## config.mk

```make
export PLATFORM = sky130hd
export DESIGN_NAME = run_counter_fsm
export DESIGN_NICKNAME = d
export VERILOG_FILES = /design/src/rtl/run_counter_fsm.sv
export SDC_FILE = /design/constraint.sdc
export NUM_CORES = 1
export LEC_CHECK = 0
export CAP_MARGIN = 15
export CORE_AREA = 2 2 39 41
export DETAILED_ROUTE_END_ITERATION = 8
export DIE_AREA = 0 0 41 43
export DONT_BUFFER_PORTS = 1
export PLACE_DENSITY = 0.62
export SLEW_MARGIN = 5
export SYNTH_ARGS = -nofsm -noshare
export SYNTH_HDL_FRONTEND = slang
export SYNTH_SLANG_ARGS = --single-unit
```

## constraint.sdc

```tcl
create_clock -name Clk -period 2.85 [get_ports Clk]
set_input_delay 0.57 -clock Clk [delete_from_list [all_inputs] [get_ports Clk]]
set_output_delay 0.57 -clock Clk [all_outputs]
set_load 0.1 [all_outputs]
```

## src/rtl/run_counter_fsm.sv

```systemverilog
// run_counter_fsm: run-controlled up/down counter FSM with wrap/one-shot terminal, load and nR/y controls
// Ports: Clk, Reset (async, active-high); Run, Dir, OneShot, Load, LoadVal in;
//        Q, State, Wrap, Done registered out; Tc, y, nR combinational out
module run_counter_fsm #(
   parameter int WIDTH    = 4,
   parameter int MAXCOUNT = 2**WIDTH-1
) (
   input  logic             Clk,
   input  logic             Reset,
   input  logic             Run,
   input  logic             Dir,
   input  logic             OneShot,
   input  logic             Load,
   input  logic [WIDTH-1:0] LoadVal,
   output logic [WIDTH-1:0] Q,
   output logic [1:0]       State,
   output logic             Tc,
   output logic             Wrap,
   output logic             Done,
   output logic             y,
   output logic             nR
);
   localparam logic [1:0] IDLE  = 2'b00;
   localparam logic [1:0] COUNT = 2'b01;
   localparam logic [1:0] PAUSE = 2'b10;
   localparam logic [1:0] DONE  = 2'b11;
   localparam logic [WIDTH-1:0] MAXV = WIDTH'(MAXCOUNT);
   logic [WIDTH-1:0] step_q;
   logic [WIDTH-1:0] load_q;
   // modulo MAXCOUNT+1: the terminal for the current direction wraps to the opposite end
   always_comb begin
      Tc     = Dir ? (Q == '0) : (Q == MAXV);
      step_q = Tc ? (Dir ? MAXV : '0) : (Dir ? Q - 1'b1 : Q + 1'b1);
      load_q = (LoadVal > MAXV) ? MAXV : LoadVal;
      y      = Run && (Q != '0);
      nR     = ~Reset;
   end
   always_ff @(posedge Clk or posedge Reset) begin
      if (Reset) begin
         Q     <= '0;
         State <= IDLE;
         Wrap  <= 1'b0;
         Done  <= 1'b0;
      end else if (Load) begin
         Q     <= load_q;
         State <= IDLE;
         Wrap  <= 1'b0;
         Done  <= 1'b0;
      end else if (State == DONE) begin
         Wrap  <= 1'b0;
      end else if (Run) begin
         if (Tc && OneShot) begin
            State <= DONE;
            Done  <= 1'b1;
            Wrap  <= 1'b0;
         end else begin
            Q     <= step_q;
            State <= COUNT;
            Wrap  <= Tc;
         end
      end else begin
         Wrap  <= 1'b0;
         State <= (State == COUNT) ? PAUSE : State;
      end
   end
endmodule

```

* After elaboration in Yosys (flattened, before gate mapping) *
Cells that the tools add are included.

word-level totals
  flip-flop bits (word level) = 8
  output and inout bits = 11

operators by class
  add/sub/neg operators = 2
  order comparisons = 1
  equality and inequality tests = 5
  multiplexer cells = 22
  bitwise gates (word level) = 1
  reduce and logical (&&, ||, !) cells = 10

operators with widths
  operator               count
  $mux W4                8
  $mux W2                5
  $mux W1                9
  $reduce_and A3 Y1      2
  $add A4 B1 Y4 const B  1
  $eq A4 B4 Y1 const B   1
  $gt A4 B4 Y1 const B   1
  $logic_not A4 Y1       1
  $ne A2 B2 Y1 const B   2
  $reduce_bool A2 Y1     2
  $reduce_bool A4 Y1     1
  $sub A4 B1 Y4 const B  1
  $reduce_bool A3 Y1     1
  $eq A2 B1 Y1 const B   1
  $eq A2 B2 Y1 const B   1
  $logic_and A1 B1 Y1    2
  $reduce_and A2 Y1      1
  $not A1 Y1             1

* Longest topological paths before layout *
Gate-level depths: netlist of the first run.

  depth in word-level cells = 7
  mapped depth = 6
  mapped depth without buffers = 6

* Least setup slack after synthesis of the first run *
OpenSTA, ideal clock, no wires.

  kind = register to register
  from = register Q[3]
  to = register Q[2]
  setup time = 0.127 ns
  data arrival time = 2.810 ns
  slack = -0.087 ns
  cell stages (with the launch flop) = 6
  path buffers = 0
  period minus slack after synthesis = 2.937 ns
  path through = dfrtp_1 > or4_4 > mux2i_4 > a21oi_2 > and4b_1 > a221o_1

on the way
  word-level cells in the longest chain between the ends = 7
  elaborated cells between the ends (all ways) = 11
  those cells by class = eq/ne: 2; mux: 6; reduce/logical: 3

ends and longest elaborated chain
  what                                                     line  text
  from (decl)                                              15    output logic [WIDTH-1:0] Q,
  from (signal assigned)                                   45    Q <= load_q;
  from (signal assigned)                                   57    Q <= step_q;
  $eq A4 B4 Y1 / $logic_not A4 Y1 (equally long branches)  32    Tc = Dir ? (Q == '0) : (Q == MAXV);
  $mux W1 *                                                32
  via Tc                                                   17    output logic Tc,
  $mux W4                                                  33    step_q = Tc ? (Dir ? MAXV : '0) : (Dir ? Q - 1'b1 : Q + 1'b1);
  $mux W4                                                  52    if (Tc && OneShot) begin
  $mux W4                                                  51    end else if (Run) begin
  $mux W4                                                  49    end else if (State == DONE) begin
  $mux W4                                                  44    end else if (Load) begin

Mark *: on every way through the listed nets, which the timed path passes. The rest lies on a longest branch. The select of a mux whose other input is x is not followed.
A chain may end at the register's enable or synchronous reset.

* Final worst setup path of the first run *
  from = register Q[3]
  to = output port Tc

on the way
  word-level cells in the longest chain between the ends = 2
  elaborated cells between the ends (all ways) = 3
  those cells by class = eq/ne: 1; mux: 1; reduce/logical: 1

ends and longest elaborated chain
  what                                                     line
  $eq A4 B4 Y1 / $logic_not A4 Y1 (equally long branches)  32
  $mux W1 *                                                32
  to (decl)                                                17

Every way passes the cells marked *; elsewhere a longest branch is shown, timed or not.

==> results of run 1 <==
==> Yosys cell counts (all sizes together), types with 2 or more instances <==
library cell  number  area share [%]
o21ai              4             3.7
inv                4             2.8
mux2i              2             6.1
nor2               3             2.1
and4b              2             3.7
ha                 2             4.7
xor2               2             3.3
dfrtp              8              37
a221o              2             3.7
or2b               2             2.8
nand2              8             5.6
a21oi              3             3.5
==> through the flow <==
stage / worst slack, ps / area (um2) / std cells
global route: 512 / 643 / 82
CTS: 546 / 643 / 82
detailed placement: 669 / 617 / 78
floorplan: 44.7 / 541 / 55
global placement: 709 / 617 / 78
finish: 564 / 643 / 82
==> power by group through the flow <==
| stage | logic (mW) | clock network [mW] | registers [mW] |
|---|---|---|---|
| finish | 0.237 | 0.0936 | 0.139 |
| detailed placement | 0.236 | 0 | 0.141 |
| global placement | 0.235 | 0 | 0.141 |
| CTS | 0.237 | 0.0994 | 0.139 |
| global route | 0.254 | 0.105 | 0.140 |
| floorplan | 0.107 | 0 | 0.229 |
==> routing by layer <==
layer	global-route usage (%)	wire length, um	vias up
li1	-	-	219
met5	0	0	-
met2	23.8	530	13
met4	10.0	12	0
met1	22.9	557	208
met3	3.14	62	2
==> worst max-delay path by stage <==
stage | to | start
finish | Tc | Q[3]
global route | Tc | Q[3]
CTS | Tc | Q[3]
detailed placement | Q[1] | Q[3]
global placement | Q[2] | Q[3]
floorplan | Q[1] | Q[2]
==> worst max-delay path, delay by kind of cell (launching register included) <==
family | cells | cell delay, ps
DFF | 1 | 400
buffers and inverters | 1 | 330
and+or+nand+nor | 1 | 580
muxes | 1 | 150
==> flip-flops by register name (all words and copies together), names as in the netlist <==
register  count
Q             4
State         2
Done          1
Wrap          1
==> cells by family (layout without fill, tap and decap cells) <==
family	Yosys count	in the layout
AOI/OAI and AO/OA	14	14
xor gates and xnor gates	3	3
adders and majority gates	3	3
buffers and inverters	5	16
DFF	8	8
muxes	2	2
and+or+nand+nor	20	20
==> cell type report <==
type	count	area share, %
clock buffers	4	4.09
inverters	4	2.33
multi-input cells	42	49.4
flip-flops and latches	8	31.7
well taps	16	3.11
repair buffers	8	9.34
==> results.json, run 1 <==
{
  "final.min_clock_period_ps": 2290,
  "antenna_found_initial": 0,
  "regArea_um2": 204,
  "p_clk_share_pct": 19.9,
  "rows": 14,
  "cts.sinks": 8,
  "cts-root-buf": "clkbuf_4",
  "synth-compound-area-share_pct": 18.4,
  "core-area_mm2": 0.00138,
  "cp_cell_sequence": "or4_4 > mux2i_4 > buf_4",
  "antenna_left": 0,
  "power_frac_comb_pct": 50.4,
  "path_class": "flop to primary output",
  "cap_viol_max_count": 0,
  "cts_resized": 0,
  "cp_slowest_cell": "or4_4",
  "grt-ovfl-total": 0,
  "fin_util_pct": 46.5,
  "finalMaxSlewViolations": 0,
  "start_util_pct": 38.8,
  "critPathArrivalTime_ps": 1720,
  "clock_skew_ps": 6.72,
  "syn_to_final_growth_pct": 19.8,
  "leakagePower_nw": 0.305,
  "post_cts_buffers": 0,
  "synthXorXnorAreaFrac_pct": 4.90,
  "hpwl_um": 909,
  "avgSynthCellArea_um2": 9.76,
  "dieArea_mm2": 0.00176,
  "htreeDepth": 1,
  "drcViolationCount": 0,
  "cellPowerDensity_mw_per_mm2": 730,
  "fillCellCount": 148,
  "final_hold_viol_count": 0,
  "postCtsHoldBufs": 0,
  "cts_buffer_depth": 2,
  "grt_pass1_wl_mm": 1.99,
  "hold_depth": 1,
  "endpoint_kind": "primary output",
  "max_slew_margin_pct": 40.0,
  "r2r-end": "Q[1]",
  "syn_area_um2": 537,
  "n_antenna_cell": 0,
  "grt_pass1_vias": 482,
  "p_switching_mw": 0.227,
  "globalplace.congestion": 0.741,
  "final.period_utilization_pct": 80.2,
  "synth_adder_area_share_pct": 8.39,
  "dieHeight_um": 43,
  "crit_required_ps": 2280,
  "vias": 442,
  "worst_slew_pin_slew_ps": 901,
  "ys.warnings.count": 0,
  "p_int_mw": 0.243,
  "multi_input_area_um2": 318,
  "layout_common_cells": "nand2_1 (8), buf_4 (8), dfrtp_1 (5)",
  "peakVddDrop_uv": 309,
  "rsz0062_at_grt": "false",
  "pin_count": 21,
  "syn_inst": 55,
  "yosys_register_bits": 8,
  "setup_viol": 0,
  "fmax_ghz": 0.438,
  "r2r_slack_ps": 640,
  "r2r-start": "Q[3]",
  "netlist-cell-type-count": 27,
  "wl_per_cell_um": 14.2,
  "synth_top_family_by_area": "simple AND/OR/NAND/NOR gates",
  "ff2ff_path_depth": 6,
  "routed_via_density": 5.39,
  "synth_ff_type": "dfrtp_1",
  "io_buffers": 0,
  "syn_nets": 68,
  "total_power_mw": 0.470,
  "worstHoldEndpoint": "Done",
  "p_sw_share_pct": 48.3,
  "cts.clk_slew.worst_paths_ps": 60,
  "synth.yosys.seq_area_share_pct": 37.3,
  "yosys.area_share.simple_pct": 21.4,
  "clk_latency_ps": 250,
  "die_w_um": 41,
  "drive_above_1_share_pct": 27.3,
  "crit_path_max_incr_delay_ps": 580,
  "status": "completed",
  "holdWs_ps": 374,
  "synth_edf_count": 0,
  "drtIter0Drc": 3,
  "critPathLaunchType": "flop",
  "final_nets": 80,
  "drtPass1Iterations": 3,
  "hold_path_class": "primary input to flop",
  "wirelength_mm": 1.16,
  "numCtsBuffers": 3,
  "synth_mux_area_share_pct": 6.06,
  "min_from": "Load",
  "finalSetupTns_ps": 0,
  "async_reset_ff_share_pct": 100,
  "path_max_fanout": 5,
  "p_seq_share_pct": 29.7,
  "grt_max_degree": 14,
  "cts_tree": "yes",
  "grt_util_all_layers_pct": 16.8
}
(Power assumes the default switching activity.)
==> run 2, diff against run 1 <==
Settings changed: PLACE_DENSITY 0.62 to 0.64.
Clock period 2.85 ns to 1.9 ns, I/O delays scaled along.
==> run 2 against run 1 <==
  * The flow now finishes with violations (setup timing)
  * Core utilization rose by 13 points
  * Non-clock buffer count rose by 11
  * Wire length rose by 14%
  * Total power rose by 68%
  * Combinational power rose by 81%
  * Clock-buffer cell count did not move
  * Via count rose by 13%
  * Sequential cell count did not move
  * Design area rose by 27%
  * Clock power rose by 52%
  * Cell count rose by 13%
  * Critical path type unchanged
  * Highest routed layer unchanged
==> results.json, run 2 (same netlist as run 1, synthesis figures left out) <==
{
  "fillCellCount": 125,
  "syn_to_final_growth_pct": 52.2,
  "dp_worst_setup_slack_ps": -17.8,
  "worst_slack_ps": -222,
  "io_buffers": 0,
  "final.period_utilization_pct": 112,
  "holdWs_ps": 56.6,
  "wirelength_mm": 1.33,
  "grt_util_all_layers_pct": 17.9,
  "regArea_um2": 213,
  "cellPowerDensity_mw_per_mm2": 965,
  "cap_viol_max_count": 0,
  "rows": 14,
  "grt_pass1_wl_mm": 2.11,
  "setup_viol": 7,
  "largest-register": "Q",
  "mostFrequentLayoutCell": "buf_4",
  "postCtsHoldBufs": 0,
  "hold_path_class": "primary input to async pin",
  "wl_met1_um": 534,
  "peakVddDrop_uv": 540,
  "path_max_fanout": 2,
  "antenna_found_initial": 0,
  "antenna_left": 0,
  "wl_per_cell_um": 14.3,
  "final_nets": 91,
  "drtIter0Drc": 4,
  "routed_via_density": 5.38,
  "cts_buffer_depth": 2,
  "final_hold_viol_count": 0,
  "finalMaxSlewViolations": 0,
  "critPathArrivalTime_ps": 1740,
  "numCtsBuffers": 3,
  "layout.cells.non_filler": 93,
  "worst_slew_pin_slew_ps": 897,
  "max_slew_margin_pct": 40.2,
  "start_util_pct": 38.8,
  "cts_tree": "yes",
  "fmax_ghz": 0.471,
  "hpwl_mm": 1.02,
  "drive_above_1_share_pct": 42.9,
  "r2r_slack_ps": -160,
  "grt_max_degree": 14,
  "largest_reg_flops": 4,
  "leakagePower_nw": 0.385,
  "drcViolationCount": 0,
  "dr_wl_met3_um": 84,
  "route.top_layer_used": "met4",
  "place_inst": 86,
  "crit_required_ps": 1520,
  "fin_util_pct": 59.0,
  "cts.clk_slew.worst_paths_ps": 60,
  "dieArea_mm2": 0.00176,
  "pin_count": 21,
  "core-area_mm2": 0.00138,
  "cts-root-buf": "clkbuf_4",
  "clock_skew_ps": 5.17,
  "multi_input_area_um2": 348,
  "clk_latency_ps": 260,
  "drtPass1Iterations": 3,
  "layout_common_cells": "buf_4 (13), nand2_1 (8), dfrtp_1 (4), inv_1 (4)",
  "critPathLaunchType": "flop",
  "failed_checks": "setup timing",
  "vias": 500,
  "n_antenna_cell": 0,
  "rsz0062_at_grt": "true",
  "dieHeight_um": 43,
  "grt-ovfl-total": 0,
  "status": "complete, but fails checks",
  "grt_pass1_vias": 497,
  "met2WireLength_um": 692,
  "globalplace.congestion": 0.758,
  "path_class": "flop to primary output",
  "htreeDepth": 1,
  "final.min_clock_period_ps": 2120,
  "cts.sinks": 8,
  "endpoint_kind": "primary output",
  "die_w_um": 41,
  "top_regs": "Q (4), State (2)"
}
run 2: path summary, 6_finish.rpt:
path,depth (start not counted),from,to
max in group asynchronous,2,Reset,Q[1]
min,2,Reset,Q[0]
min reg2reg,1,Q[1],Q[1]
max reg2reg,7,Q[2],Q[2]
max,4,Q[2],Tc
min in group Clk,1,OneShot,Wrap
run 2: layer usage:
layer | track usage (%) | up-vias
li1 | - | 245
met1 | 23.2 | 236
met2 | 26.6 | 15
met3 | 3.66 | 4
met4 | 10.0 | 0
met5 | 0 | -
run 2: report_power, final:
group | internal (mW) | switching (mW) | total [mW]
sequential | 0.195 | 0.0208 | 0.216
combinational | 0.154 | 0.277 | 0.430
clock | 0.0806 | 0.0617 | 0.142
run 2: area by class of cell:
| class | instances | area share [%] |
|---|---|---|
| Timing Repair Buffer | 19 | 23.9 |
| Tap cell | 16 | 2.45 |
| Clock buffer | 4 | 3.22 |
| Sequential cell | 8 | 26.0 |
| Multi-Input combinational cell | 42 | 42.6 |
| Inverter | 4 | 1.84 |
run 2: what timing repair did:
item                                   4_1_cts  5_1_grt
pin swaps                                    2        2
gates resized for setup                      2        8
gates cloned                                 0        0
endpoints found under the hold margin        0        0
buffers inserted                             2        1
setup endpoints to repair                    2        7
run 2: through the flow:
step	area (um2)	setup TNS, ps	power [mW]
after global routing	817	-1230	0.826
after CTS	773	-477	0.769
after global placement	727	0	0.607
after detailed placement	727	-17.8	0.613
after floorplan	566	-4420	0.517
final	817	-814	0.789
run 2: critical path: stages, from the launching register on:
cell and delay [ps]:
dfrtp_4 470, or4_4 560, mux2i_4 170, buf_6 130
buf_12 160
==> run 3, diff against run 2 <==
--- a/config.mk
+++ b/config.mk
@@ -12,3 +12,4 @@
 export DONT_BUFFER_PORTS = 1
-export PLACE_DENSITY = 0.64
+export GPL_TIMING_DRIVEN = 0
+export PLACE_DENSITY = 0.59
 export SLEW_MARGIN = 5
--- a/constraint.sdc
+++ b/constraint.sdc
@@ -3,2 +3,2 @@
 set_output_delay 0.38 -clock Clk [all_outputs]
-set_load 0.1 [all_outputs]
+set_load 0.005 [all_outputs]
==> run 3 against run 2 <==
  * Critical endpoint is now Q[2]
  * Register-to-register slack improved by 140 ps
  * Hold slack improved by 140 ps
  * Wire length down 19%
  * Core utilization down 15 points
  * Design area down 25%
  * The flow still finishes with violations (setup timing)
  * Via count fell by 15%
  * Setup slack improved by 200 ps
  * Clock power is 8% lower
  * Sequential share of layout area grew 7.1 points
  * Sequential cell count is the same
  * Non-clock buffer count is 16 lower
==> results.json, run 3 (same netlist as run 1, synthesis figures left out) <==
{
  "min_from": "OneShot",
  "start_util_pct": 38.8,
  "top_regs": "Q (4), State (2)",
  "cp_cell_sequence": "or4_4 > mux2i_4 > a21oi_4 > and4b_1 > a221o_1",
  "n_antenna_cell": 0,
  "antenna_found_initial": 0,
  "dieArea_mm2": 0.00176,
  "antenna_left": 0,
  "mostFrequentLayoutCell": "nand2_1",
  "crit_required_ps": 2030,
  "die_w_um": 41,
  "io_buffers": 0,
  "grt_pass1_vias": 424,
  "critPathArrivalTime_ps": 2060,
  "largest_reg_flops": 4,
  "cts.sinks": 8,
  "drcViolationCount": 0,
  "worstSetupStartpoint": "Q[2]",
  "layout_common_cells": "nand2_1 (8), dfrtp_1 (5), inv_1 (4)",
  "layout.cells.non_filler": 76,
  "clock_skew_ps": 2.34,
  "leakagePower_nw": 0.281,
  "clk_latency_ps": 250,
  "cts_buffer_depth": 2,
  "drtPass1Iterations": 4,
  "fin_util_pct": 44.5,
  "rows": 14,
  "path_class": "flop to flop",
  "core-area_mm2": 0.00138,
  "drive_above_1_share_pct": 20.0,
  "grt_pass1_wl_mm": 1.82,
  "placed_area_um2": 557,
  "cts-root-buf": "clkbuf_4",
  "vias": 427,
  "routed_via_density": 5.62,
  "crit_path_max_incr_delay_ps": 590,
  "status": "complete, but fails checks",
  "finalMaxSlewViolations": 0,
  "path_max_fanout": 6,
  "grt_max_degree": 11,
  "numCtsBuffers": 3,
  "hpwl_um": 828,
  "place_inst": 71,
  "final.min_clock_period_ps": 1920,
  "peakVddDrop_uv": 374,
  "r2r-start": "Q[2]",
  "failed_checks": "setup timing",
  "dieHeight_um": 43,
  "syn_to_final_growth_pct": 14.7,
  "wirelength_mm": 1.08,
  "htreeDepth": 1,
  "cts.clk_slew.worst_paths_ps": 50,
  "final_hold_viol_count": 0,
  "setup_viol": 3,
  "final_nets": 75,
  "largest-register": "Q",
  "fillCellCount": 130,
  "fmax_ghz": 0.520,
  "endpoint_kind": "flop",
  "wl_per_cell_um": 14.2,
  "hold_path_class": "primary input to flop",
  "finalSetupTns_ps": -49.0,
  "drtIter0Drc": 7,
  "cellPowerDensity_mw_per_mm2": 819,
  "cp_slowest_cell": "or4_4",
  "worst_slack_ps": -23.4,
  "grt-ovfl-total": 0,
  "holdWs_ps": 192,
  "worst_slew_pin_slew_ps": 393,
  "cts_tree": "yes",
  "grt_util_all_layers_pct": 15.7,
  "pin_count": 21,
  "cap_viol_max_count": 0,
  "finalInstanceArea_um2": 616,
  "max_slew_margin_pct": 73.8,
  "globalplace.congestion": 0.701,
  "rsz0062_at_grt": "true",
  "final.period_utilization_pct": 101,
  "critPathLaunchType": "flop"
}
run 3: through the flow:
stage	setup slack [ps]	total power, mW
global route	-113	0.544
floorplan	24.6	0.336
global placement	-97.6	0.363
CTS	-32.6	0.507
detailed placement	-109	0.364
finish	-23.4	0.504
run 3: what timing repair did:
| item | in CTS | in global routing |
|---|---|---|
| buffers inserted | 1 | 0 |
| gates resized for setup | 4 | 2 |
| setup endpoints to repair | 4 | 7 |
| pin swaps | 2 | 0 |
| hold buffers | 1 | 0 |
| hold endpoints to repair | 8 | 0 |
run 3: metal layers:
| metal | share of wire, % | global-route usage (%) |
|---|---|---|
| met1 | 45 | 21.5 |
| met2 | 47 | 20.6 |
| met3 | 6.8 | 4.71 |
| met4 | 0.83 | 10.0 |
| met5 | 0 | 0 |
run 3: report_power, final:
group | switching, mW | leakage [nW] | total [mW] | internal [mW]
Combinational | 0.0720 | 0.168 | 0.149 | 0.0769
Clock | 0.0577 | 0.0138 | 0.130 | 0.0723
Sequential | 0.0352 | 0.0989 | 0.225 | 0.190
Total | 0.165 | 0.281 | 0.504 | 0.339
run 3: worst paths after layout:
| check | end | slack [ps] | cells past startpoint |
|---|---|---|---|
| worst max-delay path | Q[2] | -20 | 5 |
| worst min-delay path | Wrap | 190 | 1 |
| worst max register to register | Q[2] | -20 | 5 |
| worst min register to register | Done | 540 | 2 |
| max in group asynchronous | Q[2] | 1070 | 2 |
| min in group asynchronous | Wrap | 540 | 2 |
run 3: final cells by class:
cell class / instances / area [um2] / share of cell area [%]
Timing Repair Buffer: 2 / 17.5 / 2.85
Clock buffer: 3 / 22.5 / 3.66
Multi-Input combinational cell: 42 / 333 / 54.1
Inverter: 4 / 15.0 / 2.44
Buffer: 1 / 3.75 / 0.610
Tap cell: 16 / 20.0 / 3.25
Sequential cell: 8 / 204 / 33.1
run 3: critical path, delay by kind of cell (launching register included):
kind | cells | cell delay, ps
AOI/OAI and AO/OA | 2 | 340
DFF | 1 | 450
muxes | 1 | 240
and+or+nand+nor | 2 | 780
